`src/rtl/rs_pkg.sv`:
```
// Shared Reed-Solomon constants: GF(2^8) field polynomial, root table limit, root generator FSM encoding.
package rs_pkg;

    localparam logic [8:0] GF_POLY   = 9'h11D;
    localparam logic [7:0] MAX_ROOTS = 8'd32;

    typedef enum logic [1:0] {
        ST_IDLE = 2'd0,
        ST_EMIT = 2'd1,
        ST_DONE = 2'd2
    } root_state_e;

    function automatic logic [7:0] clamp_roots(input logic [7:0] n);
        return (n > MAX_ROOTS) ? MAX_ROOTS : n;
    endfunction

endpackage

```
`src/rtl/syndrome_root_gen_if.sv`:
```
// Root table transfer bus between the root generator (slave) and the syndrome stage (master).
interface syndrome_root_gen_if;
    logic       send_roots;
    logic [7:0] no_of_parity;
    logic [7:0] root;
    logic [7:0] address;
    logic       roots_ready;
    logic       send_roots_done;

    modport master (
        output send_roots, no_of_parity,
        input  root, address, roots_ready, send_roots_done
    );

    modport slave (
        input  send_roots, no_of_parity,
        output root, address, roots_ready, send_roots_done
    );
endinterface

```
`src/rtl/gf_mul_alpha.sv`:
```
// Combinational multiply by alpha in GF(2^8) over the field polynomial in rs_pkg.
module gf_mul_alpha
    import rs_pkg::*;
(
    input  logic [7:0] i_value,
    output logic [7:0] o_value
);
    assign o_value = {i_value[6:0], 1'b0} ^ (i_value[7] ? GF_POLY[7:0] : 8'h00);
endmodule

```
`src/rtl/syndrome_root_gen.sv`:
```
// Streams the generator roots alpha^i (i = 1..N) to the syndrome stage, one per cycle.
// Build option ROOT_FCR_ZERO_EN: first consecutive root is alpha^0 instead of alpha^1.
module syndrome_root_gen
    import rs_pkg::*;
(
    input  logic                clock,
    input  logic                reset,
    syndrome_root_gen_if.slave  bus
);
`ifdef ROOT_FCR_ZERO_EN
    localparam logic [7:0] FIRST_ROOT = 8'h01;
`else
    localparam logic [7:0] FIRST_ROOT = 8'h02;
`endif

    root_state_e r_state, w_state_next;
    logic [7:0]  r_root, w_root_next;
    logic [7:0]  r_address, w_address_next;
    logic [7:0]  r_n_eff, w_n_eff_next;
    logic        r_ready, w_ready_next;
    logic        r_done, w_done_next;
    logic [7:0]  w_root_alpha;
    logic [7:0]  w_n_clamped;

    gf_mul_alpha u_mul (
        .i_value (r_root),
        .o_value (w_root_alpha)
    );

    assign w_n_clamped = clamp_roots(bus.no_of_parity);

    always_ff @(posedge clock or posedge reset) begin
        if (reset) begin
            r_state   <= ST_IDLE;
            r_root    <= 8'h00;
            r_address <= 8'h00;
            r_n_eff   <= 8'h00;
            r_ready   <= 1'b0;
            r_done    <= 1'b0;
        end else begin
            r_state   <= w_state_next;
            r_root    <= w_root_next;
            r_address <= w_address_next;
            r_n_eff   <= w_n_eff_next;
            r_ready   <= w_ready_next;
            r_done    <= w_done_next;
        end
    end

    always_comb begin
        w_state_next   = r_state;
        w_root_next    = r_root;
        w_address_next = r_address;
        w_n_eff_next   = r_n_eff;
        w_ready_next   = 1'b0;
        w_done_next    = 1'b0;
        case (r_state)
            ST_IDLE: begin
                if (bus.send_roots) begin
                    w_n_eff_next = w_n_clamped;
                    if (w_n_clamped == 8'd0) begin
                        w_state_next = ST_DONE;
                    end else begin
                        w_root_next    = FIRST_ROOT;
                        w_address_next = 8'd1;
                        w_ready_next   = 1'b1;
                        w_state_next   = ST_EMIT;
                    end
                end
            end
            ST_EMIT: begin
                // The pair for address N_eff is on the bus now; stop without advancing.
                if (r_address == r_n_eff) begin
                    w_state_next = ST_DONE;
                end else begin
                    w_root_next    = w_root_alpha;
                    w_address_next = r_address + 8'd1;
                    w_ready_next   = 1'b1;
                end
            end
            ST_DONE: begin
                if (bus.send_roots) begin
                    w_done_next = 1'b1;
                end else begin
                    w_state_next = ST_IDLE;
                end
            end
            default: w_state_next = ST_IDLE;
        endcase
    end

    assign bus.root            = r_root;
    assign bus.address         = r_address;
    assign bus.roots_ready     = r_ready;
    assign bus.send_roots_done = r_done;

endmodule

```
`src/flat_wrapper.sv`:
```
// flat-port wrapper written by rule: the top's interface ports become plain ports
module syndrome_root_gen_flat import rs_pkg::*;
  (clock, reset, bus_send_roots, bus_no_of_parity, bus_root, bus_address, bus_roots_ready, bus_send_roots_done);
  syndrome_root_gen_if bus_i ();
  input  logic clock;
  input  logic reset;
  input wire logic [$bits(bus_i.send_roots)-1:0] bus_send_roots;
  input wire logic [$bits(bus_i.no_of_parity)-1:0] bus_no_of_parity;
  output wire logic [$bits(bus_i.root)-1:0] bus_root;
  output wire logic [$bits(bus_i.address)-1:0] bus_address;
  output wire logic [$bits(bus_i.roots_ready)-1:0] bus_roots_ready;
  output wire logic [$bits(bus_i.send_roots_done)-1:0] bus_send_roots_done;
  assign bus_i.send_roots = bus_send_roots;
  assign bus_i.no_of_parity = bus_no_of_parity;
  assign bus_root = bus_i.root;
  assign bus_address = bus_i.address;
  assign bus_roots_ready = bus_i.roots_ready;
  assign bus_send_roots_done = bus_i.send_roots_done;
  syndrome_root_gen u_core (.clock(clock), .reset(reset), .bus(bus_i));
endmodule
```
`config.mk`:
```
export PLATFORM = sky130hd
export DESIGN_NAME = syndrome_root_gen_flat
export DESIGN_NICKNAME = d
export VERILOG_FILES = /design/src/rtl/rs_pkg.sv /design/src/rtl/syndrome_root_gen_if.sv /design/src/rtl/gf_mul_alpha.sv /design/src/rtl/syndrome_root_gen.sv /design/src/flat_wrapper.sv
export SDC_FILE = /design/constraint.sdc
export NUM_CORES = 1
export LEC_CHECK = 0
export ABC_AREA = 1
export CAP_MARGIN = 15
export CELL_PAD_IN_SITES_DETAIL_PLACEMENT = 1
export CELL_PAD_IN_SITES_GLOBAL_PLACEMENT = 1
export CORE_MARGIN = 3
export CORE_UTILIZATION = 30
export DETAILED_ROUTE_END_ITERATION = 7
export PLACE_DENSITY = 0.71
export SYNTH_ARGS = -nofsm -noshare
export SYNTH_HDL_FRONTEND = slang
export SYNTH_SLANG_ARGS = --single-unit
```
`constraint.sdc`:
```
create_clock -name clock -period 3.4 [get_ports clock]
set_input_delay 0.68 -clock clock [delete_from_list [all_inputs] [get_ports clock]]
set_output_delay 0.68 -clock clock [all_outputs]
set_load 0.02 [all_outputs]
```
Yosys cells after proc, flatten, opt, wreduce, memory -nomap -nowiden. Cells that the tools add are included.

Output and inout port bits: 18. Logic and storage cells: 44. Bits of input ports: 11. Register bits: 28.

Magnitude comparators: 1. Multiplexer cells: 21. Bitwise gates (word level): 1. Reductions and logical operators: 6. Add/sub/neg operators: 1. Equal/unequal tests: 8.

Operators with widths (count): 2-to-1 mux 8 bit (7); one-hot mux 8 bit (2 select lines) (2); adder 8 x 1 -> 8 bit, second input constant (1); equality test 8 bit (1); greater-than comparator 8 x 6 -> 1 bit, second input constant (1); logical NOT 8 bit (1); 2-to-1 mux 2 bit (4); inequality test 2 bit, second input constant (4); bitwise XOR 8 bit (1); one-hot mux 2 bit (3 select lines) (1); 2-to-1 mux 1 bit (5); 2-to-1 mux 5 bit (1); AND reduction 4 bit (1); AND reduction 3 bit (1); equality test 2 x 1 -> 1 bit, second input constant (1); equality test 2 bit, second input constant (1); logical NOT 2 bit (1); inequality test 2 x 1 -> 1 bit, second input constant (1); one-hot mux 1 bit (2 select lines) (1); AND reduction 2 bit (1); nonzero test 2 bit (1).

Logic depth before layout (Yosys ltp). Gate-level depths: netlist of run 1.

Depth after elaboration: 6. Mapped depth: 10. Mapped depth without buffers: 9.

Hierarchy. From an unflattened synthesis of run 1, not the netlist that was laid out.

Cells, all modules: 207. Area total of the unflattened synthesis: 1606.5 um2.

Modules (own cells, without submodules): syndrome_root_gen (cells each 189, area each 1520.2 um2, seq. area each 700.7 um2, times used 1); gf_mul_alpha (cells each 18, area each 86.3 um2, seq. area each 0.0 um2, times used 1).

Worst setup path after synthesis of run 1. Ideal clock, no wire load.

Path type: input to register. Start: in bus_no_of_parity[6]. End: reg u_core.r_address[3] (netlist: u_core.bus.address[3]). Slack: 1.784 ns. Path buffers: 1. Data arrival time: 1.498 ns. Required time: 3.282 ns. Stages: 7. Library setup time: 0.118 ns. Cell sequence: nor2_2 nand2_1 nor3_1 nand2_1 buf_2 nand4_1 nand2_1.

Longest elaborated chain between the ends: 5.

Ends and longest elaborated chain: start, declared (RTL line flat_wrapper.sv:8) `input wire logic [$bits(bus_i.no_of_parity)-1:0] bus_no_of_parity;`; greater-than comparator 8 x 6 -> 1 bit (RTL line rs_pkg.sv:14) `return (n > MAX_ROOTS) ? MAX_ROOTS : n;`; 2-to-1 mux 8 bit (*) (RTL line rs_pkg.sv:14); logical NOT 8 bit (*) (RTL line syndrome_root_gen.sv:61) `if (w_n_clamped == 8'd0) begin`; inequality test 2 bit (no source line) (*); AND reduction 4 bit (no source line) (*); end signal, assigned (RTL line syndrome_root_gen.sv:43) `r_address <= w_address_next;`; end, declared (RTL line syndrome_root_gen.sv:18) `logic [7:0] r_address, w_address_next;`.

Mark *: on every way between the ends. The rest lies on a longest branch, timed or not. A chain may end at the register's enable or synchronous reset.

Worst setup path in the final report of run 1.
Start: reg u_core.r_address[0] (netlist: u_core.bus.address[0]). End: out bus_address[0].

RTL lines: end, declared (RTL line flat_wrapper.sv:10) `output wire logic [$bits(bus_i.address)-1:0] bus_address;`.

No word-level cell between the ends.

==> results of run 1 <==
logic make-up after synthesis:
family | synth area share (%)
and+or+nand+nor | 35.45
buffers and inverters | 8.801
DFF | 45.64
AOI/OAI and AO/OA | 4.156
xor gates and xnor gates | 5.135
adders and majority gates | 0.8149
where the power goes:
group / leakage [uW] / internal, uW / total [uW] / switching (uW)
Combinational: 0.000519 / 279 / 693 / 414
Sequential: 0.000373 / 425 / 525 / 100
Clock: 0.0000357 / 158 / 264 / 106
Total: 0.000928 / 862 / 1480 / 620
state kept, by name, summed over array words and instances, names as in the netlist:
name	cells
u_core.r_n_eff	8
u_core.bus.send_roots_done	1
u_core.bus.root	8
u_core.bus.address	8
u_core.r_state	2
u_core.bus.roots_ready	1
final cells by class:
class,count,area (sq um),share of cell area [%]
sequential,28,700.7,36.11
multi-input combinational,146,699.4,36.04
timing repair buffer,30,295.3,15.22
inverter,24,90.09,4.642
tap,67,83.83,4.320
clock buffer,3,41.29,2.128
clock inverter,1,30.03,1.547
through the flow:
stage / cell area (sq um) / utilization (%) / hold WS (ns) / instances
floorplan: 1535 / - / 0.4423 / 205
global placement: 1869 / 38.55 / 0.4709 / 295
detailed placement: 1869 / 38.55 / 0.4864 / 295
CTS: 1941 / 40.03 / 0.4989 / 299
global route: 1941 / 40.03 / 0.5407 / 299
finish: 1941 / 40.03 / 0.4934 / 299
Yosys cell counts (all sizes together):
master	instances
o21ai	7
dfrtp	28
buf	5
o21bai	2
or2	1
nand2	77
nor2	22
nand4	13
inv	24
xor2	1
ha	1
a21oi	2
xnor2	8
nand3	10
nor3	2
clkbuf	2
path summary, 6_finish.rpt:
path	start	end	slack, ns	cells past startpoint
min in group asynchronous	reset	u_core.r_state[1]	0.77	3
worst min register to register	u_core.r_state[0]	u_core.bus.send_roots_done	0.49	1
max in group asynchronous	reset	u_core.r_n_eff[0]	2.36	3
worst max register to register	u_core.bus.address[0]	u_core.bus.root[3]	1.68	9
worst min-delay path	u_core.r_state[0]	u_core.bus.send_roots_done	0.49	1
worst max-delay path	u_core.bus.address[0]	bus_address[0]	1.25	1
placed cells by master, fill, tap and decap left out, types with 3 or more instances in the layout:
cell type	Yosys	layout
nor2_1	19	19
nand4_1	13	13
dfrtp_1	28	28
nor2_2	3	3
clkdlybuf4s50_1	0	28
clkbuf_8	0	3
xnor2_1	8	8
inv_1	23	23
nand3_1	8	8
o21ai_0	7	7
nand2_1	77	77
layer usage:
layer | vias to the layer above | track usage (%)
met4 | 0 | 3.203
met1 | 658 | 19.30
met3 | 2 | 2.436
li1 | 695 | -
met5 | - | 0
met2 | 21 | 23.40
==> impl_metrics.py, run 1 <==
metrics = {
    "cells_and_area": {
        "nNetsFinal": 245,
        "layout-drive-gt1-share_pct": 6.034,
        "insertedDiodeCount": 0,
        "area_growth_pct": 26.41,
        "fill_cells": 604,
    },
    "clock_network": {
        "cts.sinks": 28,
        "clk_path_buf_depth": 2,
        "cts_tree": "yes",
        "clock_latency_ns": 0.28,
        "clk_pin_slew_ns": 0.09,
        "numCtsBuffers": 3,
        "cts_hold_buf": 0,
        "clockRootBuffer": "clkbuf_8",
        "htreeDepth": 1,
        "cts_resized": 0,
        "postCtsSetupBuffers": 0,
    },
    "placement": {
        "numPortBuffers": 28,
        "gp_congestion": 0.7586,
        "place_hpwl_mm": 2.869,
        "pre_cts_slack_ns": 0.9537,
    },
    "sta": {
        "setup_slack_ns": 1.247,
        "final.setup_skew_ns": 0.01008,
        "finalSetupTns_ns": 0,
        "setup_viol": 0,
        "min_period_ns": 2.153,
        "slew_violations": 0,
        "rsz0062_at_grt": "false",
        "slew_headroom_pct": 65.57,
        "tightest_slew_ns": 0.5152,
        "period_share_pct": 63.34,
        "max_freq_ghz": 0.4644,
        "finalHoldViolCount": 0,
    },
    "yosys": {
        "netlist_area_sq_um": 1535,
        "synth_top_area_share_pct": 45.64,
        "syn-num-nets": 217,
        "synthCells": 205,
        "yosys.area.top_type": "dfrtp_1",
        "ys_warn_count": 0,
        "synth.avg_cell_area_sq_um": 7.489,
        "synth-seq-cells": 28,
        "yosysSeqAreaShare_pct": 45.64,
        "synth_cell_types": 22,
        "yosys-top-cells-area": "dfrtp_1, nand2_1, inv_1, nand4_1, nor2_1",
    },
    "critical_path": {
        "startpoint_type": "flop",
        "cp.buffers_inverters": 1,
        "critical_path.top_delay_family": "buffers and inverters",
        "worst_ep_required_time_ns": 2.72,
        "slowest_stage": "clkdlybuf4s50_1",
        "critPathCaptureType": "output pin",
        "path_cells": "clkdlybuf4s50_1",
        "path_class": "flop to output pin",
        "max_stage_delay_ns": 0.67,
        "crit_path_max_fanout": 8,
        "worstPathArrival_ns": 1.47,
    },
    "die": {
        "rows": 25,
        "die_area_sq_um": 6012,
        "start_util_pct": 31.66,
        "die_h_um": 77.54,
        "ios": 29,
        "design.core.area_sq_um": 4848,
        "die_x_um": 77.54,
    },
    "outcome": {
        "status": "finished, final reports clean",
    },
    "power": {
        "power_uw": 1482,
        "power.density_nw_per_um2": 763.8,
        "vdd_ir_drop_max_v": 0.0003441,
        "p_leak_uw": 0.0009277,
    },
    "grt": {
        "antenna_found_initial": 0,
        "grt_pass1_vias": 1455,
        "grt_pass1_wl_mm": 6.858,
        "grt.overflow.total": 0,
        "grt_max_degree": 29,
        "track_usage_pct": 14.15,
    },
    "detailed_routing": {
        "vias": 1376,
        "top_layer_used": "met4",
        "drt-initial-drc-count": 50,
        "vias_per_cell": 4.602,
        "routedWlPerCell_um": 12.81,
        "drc": 0,
        "wl_met1_mm": 1.910,
        "postRouteAntennaNets": 0,
        "dr.pass1.iters": 4,
        "wl_met2_mm": 1.804,
        "totalWireLength_mm": 3.830,
        "met3_length_um": 91,
    },
    "run": {
        "maxCapViolations": 0,
    },
    "min_path": {
        "hp-class": "flop to flop",
    },
}
(Power assumes the default switching activity.)
==> inputs of run 2 (changes only) <==
PLACE_DENSITY = 0.73   (was 0.71)
clock period = 1.7 ns   (was 3.4 ns; I/O delays follow)
==> run 2 against run 1 <==
  * Clock skew decreased by 0.0045 ns
  * Count of clock-buffer cells in the layout unchanged
  * Cell count increased by 5.4%
  * Sequential power increased by 96%
  * Worst setup slack got worse by 1.2 ns
  * Final area increased by 7.4%
==> impl_metrics.py, run 2 (synthesized netlist as in run 1, its figures left out) <==
metrics = {
    "outcome": {
        "status": "finished, final reports clean",
    },
    "grt": {
        "grt_pass1_vias": 1590,
        "antenna_found_initial": 0,
        "grt.overflow.total": 0,
        "grt_max_degree": 29,
        "track_usage_pct": 15.51,
        "grt_pass1_wl_mm": 7.521,
    },
    "sta": {
        "period_share_pct": 96.29,
        "slew_violations": 0,
        "min_period_ns": 1.637,
        "finalHoldViolCount": 0,
        "tightest_slew_ns": 0.3753,
        "slew_headroom_pct": 74.98,
        "setup_viol": 0,
        "rsz0062_at_grt": "false",
        "final.setup_skew_ns": 0.005602,
        "max_freq_ghz": 0.6109,
    },
    "placement": {
        "dpl-instance-area_sq_um": 1982,
        "place_hpwl_mm": 3.241,
        "gp_congestion": 0.7251,
        "numPortBuffers": 28,
    },
    "power": {
        "p_leak_uw": 0.001082,
        "power.density_nw_per_um2": 1505,
        "vdd_ir_drop_max_v": 0.0006380,
        "power_uw": 3135,
    },
    "cells_and_area": {
        "layout-drive-gt1-share_pct": 14.11,
        "layout_commonest_cell": "nand2_1",
        "fin_area_sq_um": 2083,
        "insertedDiodeCount": 0,
        "mostFrequentLayoutCells": "nand2_1, dfrtp_1, inv_1",
        "nNetsFinal": 261,
        "area_growth_pct": 35.70,
    },
    "detailed_routing": {
        "wl_met1_mm": 2.025,
        "drt-initial-drc-count": 63,
        "postRouteAntennaNets": 0,
        "vias": 1475,
        "dr.pass1.iters": 4,
        "met3_length_um": 105,
        "top_layer_used": "met4",
        "wl_met2_mm": 2.181,
        "totalWireLength_mm": 4.349,
        "drc": 0,
        "routedWlPerCell_um": 13.81,
        "vias_per_cell": 4.683,
    },
    "die": {
        "rows": 25,
        "design.core.area_sq_um": 4848,
        "start_util_pct": 31.66,
        "die_h_um": 77.54,
        "die_x_um": 77.54,
        "die_area_sq_um": 6012,
        "ios": 29,
    },
    "clock_network": {
        "cts.sinks": 28,
        "clockRootBuffer": "clkbuf_8",
        "numCtsBuffers": 3,
        "clock_latency_ns": 0.28,
        "cts_tree": "yes",
        "htreeDepth": 1,
        "clk_path_buf_depth": 2,
        "clk_pin_slew_ns": 0.10,
    },
    "critical_path": {
        "startpoint_type": "flop",
        "worstPathArrival_ns": 1.30,
        "path_class": "flop to output pin",
        "worst_ep_required_time_ns": 1.36,
        "critical_path.top_delay_family": "buffers and inverters",
        "crit_path_max_fanout": 3,
        "path_cells": "clkdlybuf4s50_1",
        "max_stage_delay_ns": 0.62,
        "critPathCaptureType": "output pin",
        "slowest_stage": "clkdlybuf4s50_1",
        "cp.buffers_inverters": 1,
    },
    "min_path": {
        "hp-class": "input port to asynchronous set/reset pin",
    },
    "run": {
        "maxCapViolations": 0,
    },
}
==> run 2: changes by cell type in the layout (fill, tap and decap cells not counted), sizes merged <==
cell and delta:
dlygate4sd2 +5, buf +15, dlymetal6s2s +3, clkdlybuf4s50 -8, nand3 +1
==> run 2: layout make-up <==
class | count | area [sq um]
fillers | 624 | 2765
multi-input cells | 147 | 724.4
flip-flops and latches | 28 | 704.4
repair buffers | 45 | 409.1
inverters | 24 | 90.09
well taps | 67 | 83.83
clock buffers | 3 | 41.29
clock inverters | 1 | 30.03
==> run 2: where the power goes <==
part           switching (uW)  internal (uW)
clock network             221            316
registers                 176            855
logic                     943            624
total                    1340           1790
==> run 2: final timing paths <==
kind	startpoint	end	slack, ns	cells after the start
setup reg to reg	u_core.bus.address[0]	u_core.bus.address[1]	0.13	9
hold / removal	reset	u_core.r_state[0]	0.42	3
max in group asynchronous	reset	u_core.bus.address[0]	0.98	3
setup / recovery	u_core.bus.root[2]	bus_root[2]	0.06	1
hold reg to reg	u_core.bus.root[4]	u_core.bus.root[4]	0.52	2
min in group clock	u_core.bus.root[4]	u_core.bus.root[4]	0.52	2
==> run 2: per-layer routing <==
metal / up-vias / GRT usage (%)
li1: 727 / -
met1: 724 / 20.06
met2: 19 / 26.86
met3: 5 / 2.784
met4: 0 / 3.559
met5: - / 0
==> run 2: repair_timing <==
action | in CTS | in global routing
gates resized for setup | 8 | 6
setup endpoints to repair | 5 | 21
gates cloned | 0 | 1
buffers inserted | 0 | 0
pin swaps | 0 | 1
hold buffers | 0 | 0
==> run 2: worst min-delay path, cell delays in order <==
cell             delay [ns]
clkdlybuf4s50_1        0.39
inv_1                  0.05
buf_4                  0.33
==> run 2: through the flow <==
stage / setup WS (ns) / utilization [%] / std cells / hold WS (ns) / setup TNS, ns
after global routing: 0.01104 / 42.97 / 315 / 0.4392 / 0
after global placement: -0.1527 / 40.88 / 310 / 0.4653 / -2.454
after CTS: 0.003202 / 42.30 / 314 / 0.4297 / 0
after floorplan: 0.2590 / - / 205 / 0.4054 / 0
after detailed placement: -0.1880 / 40.88 / 310 / 0.4945 / -3.142
final: 0.06313 / 42.97 / 315 / 0.4153 / 0
==> inputs of run 3 (changes only) <==
SKIP_CTS_REPAIR_TIMING = 1   (was unset)
==> run 3 against run 2 <==
  * Register-to-register slack hardly changed
  * First-iteration DRC count is 13% lower
  * Fmax hardly changed
  * Final area is 0.90% higher
  * Total power is 0.68% higher
  * Core utilization is 0.39 points higher
  * Critical path depth stayed put
  * Combinational power hardly changed
  * Highest routed layer unchanged
==> impl_metrics.py, run 3 (synthesized netlist as in run 1, its figures left out) <==
metrics = {
    "outcome": {
        "status": "finished, final reports clean",
    },
    "die": {
        "design.core.area_sq_um": 4848,
        "start_util_pct": 31.66,
        "ios": 29,
        "die_h_um": 77.54,
        "rows": 25,
        "die_x_um": 77.54,
        "die_area_sq_um": 6012,
    },
    "clock_network": {
        "numCtsBuffers": 3,
        "clock_latency_ns": 0.28,
        "clk_path_buf_depth": 2,
        "clk_pin_slew_ns": 0.10,
        "cts_tree": "yes",
        "htreeDepth": 1,
        "clockRootBuffer": "clkbuf_8",
        "cts.sinks": 28,
    },
    "critical_path": {
        "max_stage_delay_ns": 0.62,
        "worst_ep_required_time_ns": 1.36,
        "slowest_stage": "clkdlybuf4s50_1",
        "cp.buffers_inverters": 1,
        "startpoint_type": "flop",
        "critical_path.top_delay_family": "buffers and inverters",
        "path_class": "flop to output pin",
        "path_cells": "clkdlybuf4s50_1",
        "worstPathArrival_ns": 1.30,
        "crit_path_max_fanout": 3,
        "critPathCaptureType": "output pin",
    },
    "sta": {
        "min_period_ns": 1.637,
        "rsz0062_at_grt": "false",
        "slew_violations": 0,
        "max_freq_ghz": 0.6107,
        "finalSetupTns_ns": 0,
        "setup_viol": 0,
        "tightest_slew_ns": 0.3743,
        "period_share_pct": 96.32,
        "final.setup_skew_ns": 0.006030,
        "finalHoldViolCount": 0,
        "slew_headroom_pct": 75.04,
    },
    "grt": {
        "grt_pass1_wl_mm": 7.521,
        "antenna_found_initial": 0,
        "track_usage_pct": 15.50,
        "grt.overflow.total": 0,
        "grt_pass1_vias": 1590,
        "grt_max_degree": 29,
    },
    "power": {
        "power.density_nw_per_um2": 1502,
        "p_leak_uw": 0.001141,
        "p_comb_share_pct": 50.3,
        "switching_share_pct": 42.58,
        "pwr-share-seq_pct": 32.7,
        "vdd_ir_drop_max_v": 0.0006369,
        "p_sw_uw": 1344,
        "pwr-share-clk_pct": 17.0,
        "power.internal_uw": 1813,
    },
    "cells_and_area": {
        "seqCellArea_sq_um": 704.4,
        "insertedDiodeCount": 0,
        "fin_area_sq_um": 2102,
        "layout-drive-gt1-share_pct": 14.11,
        "fill_cells": 619,
        "layout_commonest_cell": "nand2_1",
        "stdcell_count": 315,
        "area_growth_pct": 36.92,
        "nNetsFinal": 261,
        "multi_input_area_sq_um": 724.4,
        "mostFrequentLayoutCells": "nand2_1, dfrtp_1, inv_1",
    },
    "detailed_routing": {
        "drt-initial-drc-count": 55,
        "wl_met2_mm": 2.184,
        "met3_length_um": 107,
        "wl_met1_mm": 2.030,
        "dr.pass1.iters": 4,
        "vias_per_cell": 4.692,
        "postRouteAntennaNets": 0,
        "vias": 1478,
        "top_layer_used": "met4",
        "totalWireLength_mm": 4.360,
        "routedWlPerCell_um": 13.84,
        "drc": 0,
    },
    "placement": {
        "numPortBuffers": 28,
        "dp_cells": 310,
        "dpl-instance-area_sq_um": 1982,
        "place_hpwl_mm": 3.241,
        "gp_congestion": 0.7251,
    },
    "min_path": {
        "hp-class": "input port to asynchronous set/reset pin",
    },
    "run": {
        "maxCapViolations": 0,
    },
}
-- run 3: cell count changes in the layout (fill, tap and decap cells not counted), sizes merged --
cell / before / now
dlygate4sd2: 5 / 0
dlymetal6s2s: 3 / 8
-- run 3: through the flow --
stage / util, % / total power, uW / setup slack (ns) / hold slack [ns]
3_5_place_dp: 40.88 / 2589 / -0.1880 / 0.4945
5_1_grt: 43.35 / 3406 / 0.01104 / 0.4392
6_report: 43.35 / 3156 / 0.06264 / 0.4145
3_3_place_gp: 40.88 / 2552 / -0.1527 / 0.4653
4_1_cts: 42.35 / 3150 / -0.1570 / 0.4298
2_1_floorplan: - / 2023 / 0.2590 / 0.4054
-- run 3: area by class of cell --
cell class | instances | share of cell area (%)
inverters | 24 | 4.286
repair buffers | 45 | 20.36
flip-flops and latches | 28 | 33.51
clock buffers | 3 | 1.964
multi-input cells | 147 | 34.46
well taps | 67 | 3.988
clock inverters | 1 | 1.429
-- run 3: power by group through the flow --
stage	combinational, uW	sequential (uW)	clock [uW]
final	1590	1030	537
after global routing	1760	1060	581
after CTS	1560	1040	554
after detailed placement	1540	1050	0
after global placement	1510	1040	0
after floorplan	877	1150	0
-- run 3: path summary, 6_finish.rpt --
| path | from | to | slack, ns | depth (start not counted) |
|---|---|---|---|---|
| worst min-delay path | reset | u_core.r_state[0] | 0.41 | 3 |
| worst max register to register | u_core.bus.address[0] | u_core.bus.address[1] | 0.13 | 9 |
| max in group asynchronous | reset | u_core.bus.address[0] | 0.98 | 3 |
| worst min register to register | u_core.bus.root[4] | u_core.bus.root[4] | 0.52 | 2 |
| min in group clock | u_core.bus.root[4] | u_core.bus.root[4] | 0.52 | 2 |
| worst max-delay path | u_core.bus.root[2] | bus_root[2] | 0.06 | 1 |
-- run 3: layer usage --
| metal | vias up | global-route usage [%] |
|---|---|---|
| met4 | 0 | 3.559 |
| met3 | 5 | 2.784 |
| li1 | 726 | - |
| met1 | 726 | 20.04 |
| met5 | - | 0 |
| met2 | 21 | 26.86 |
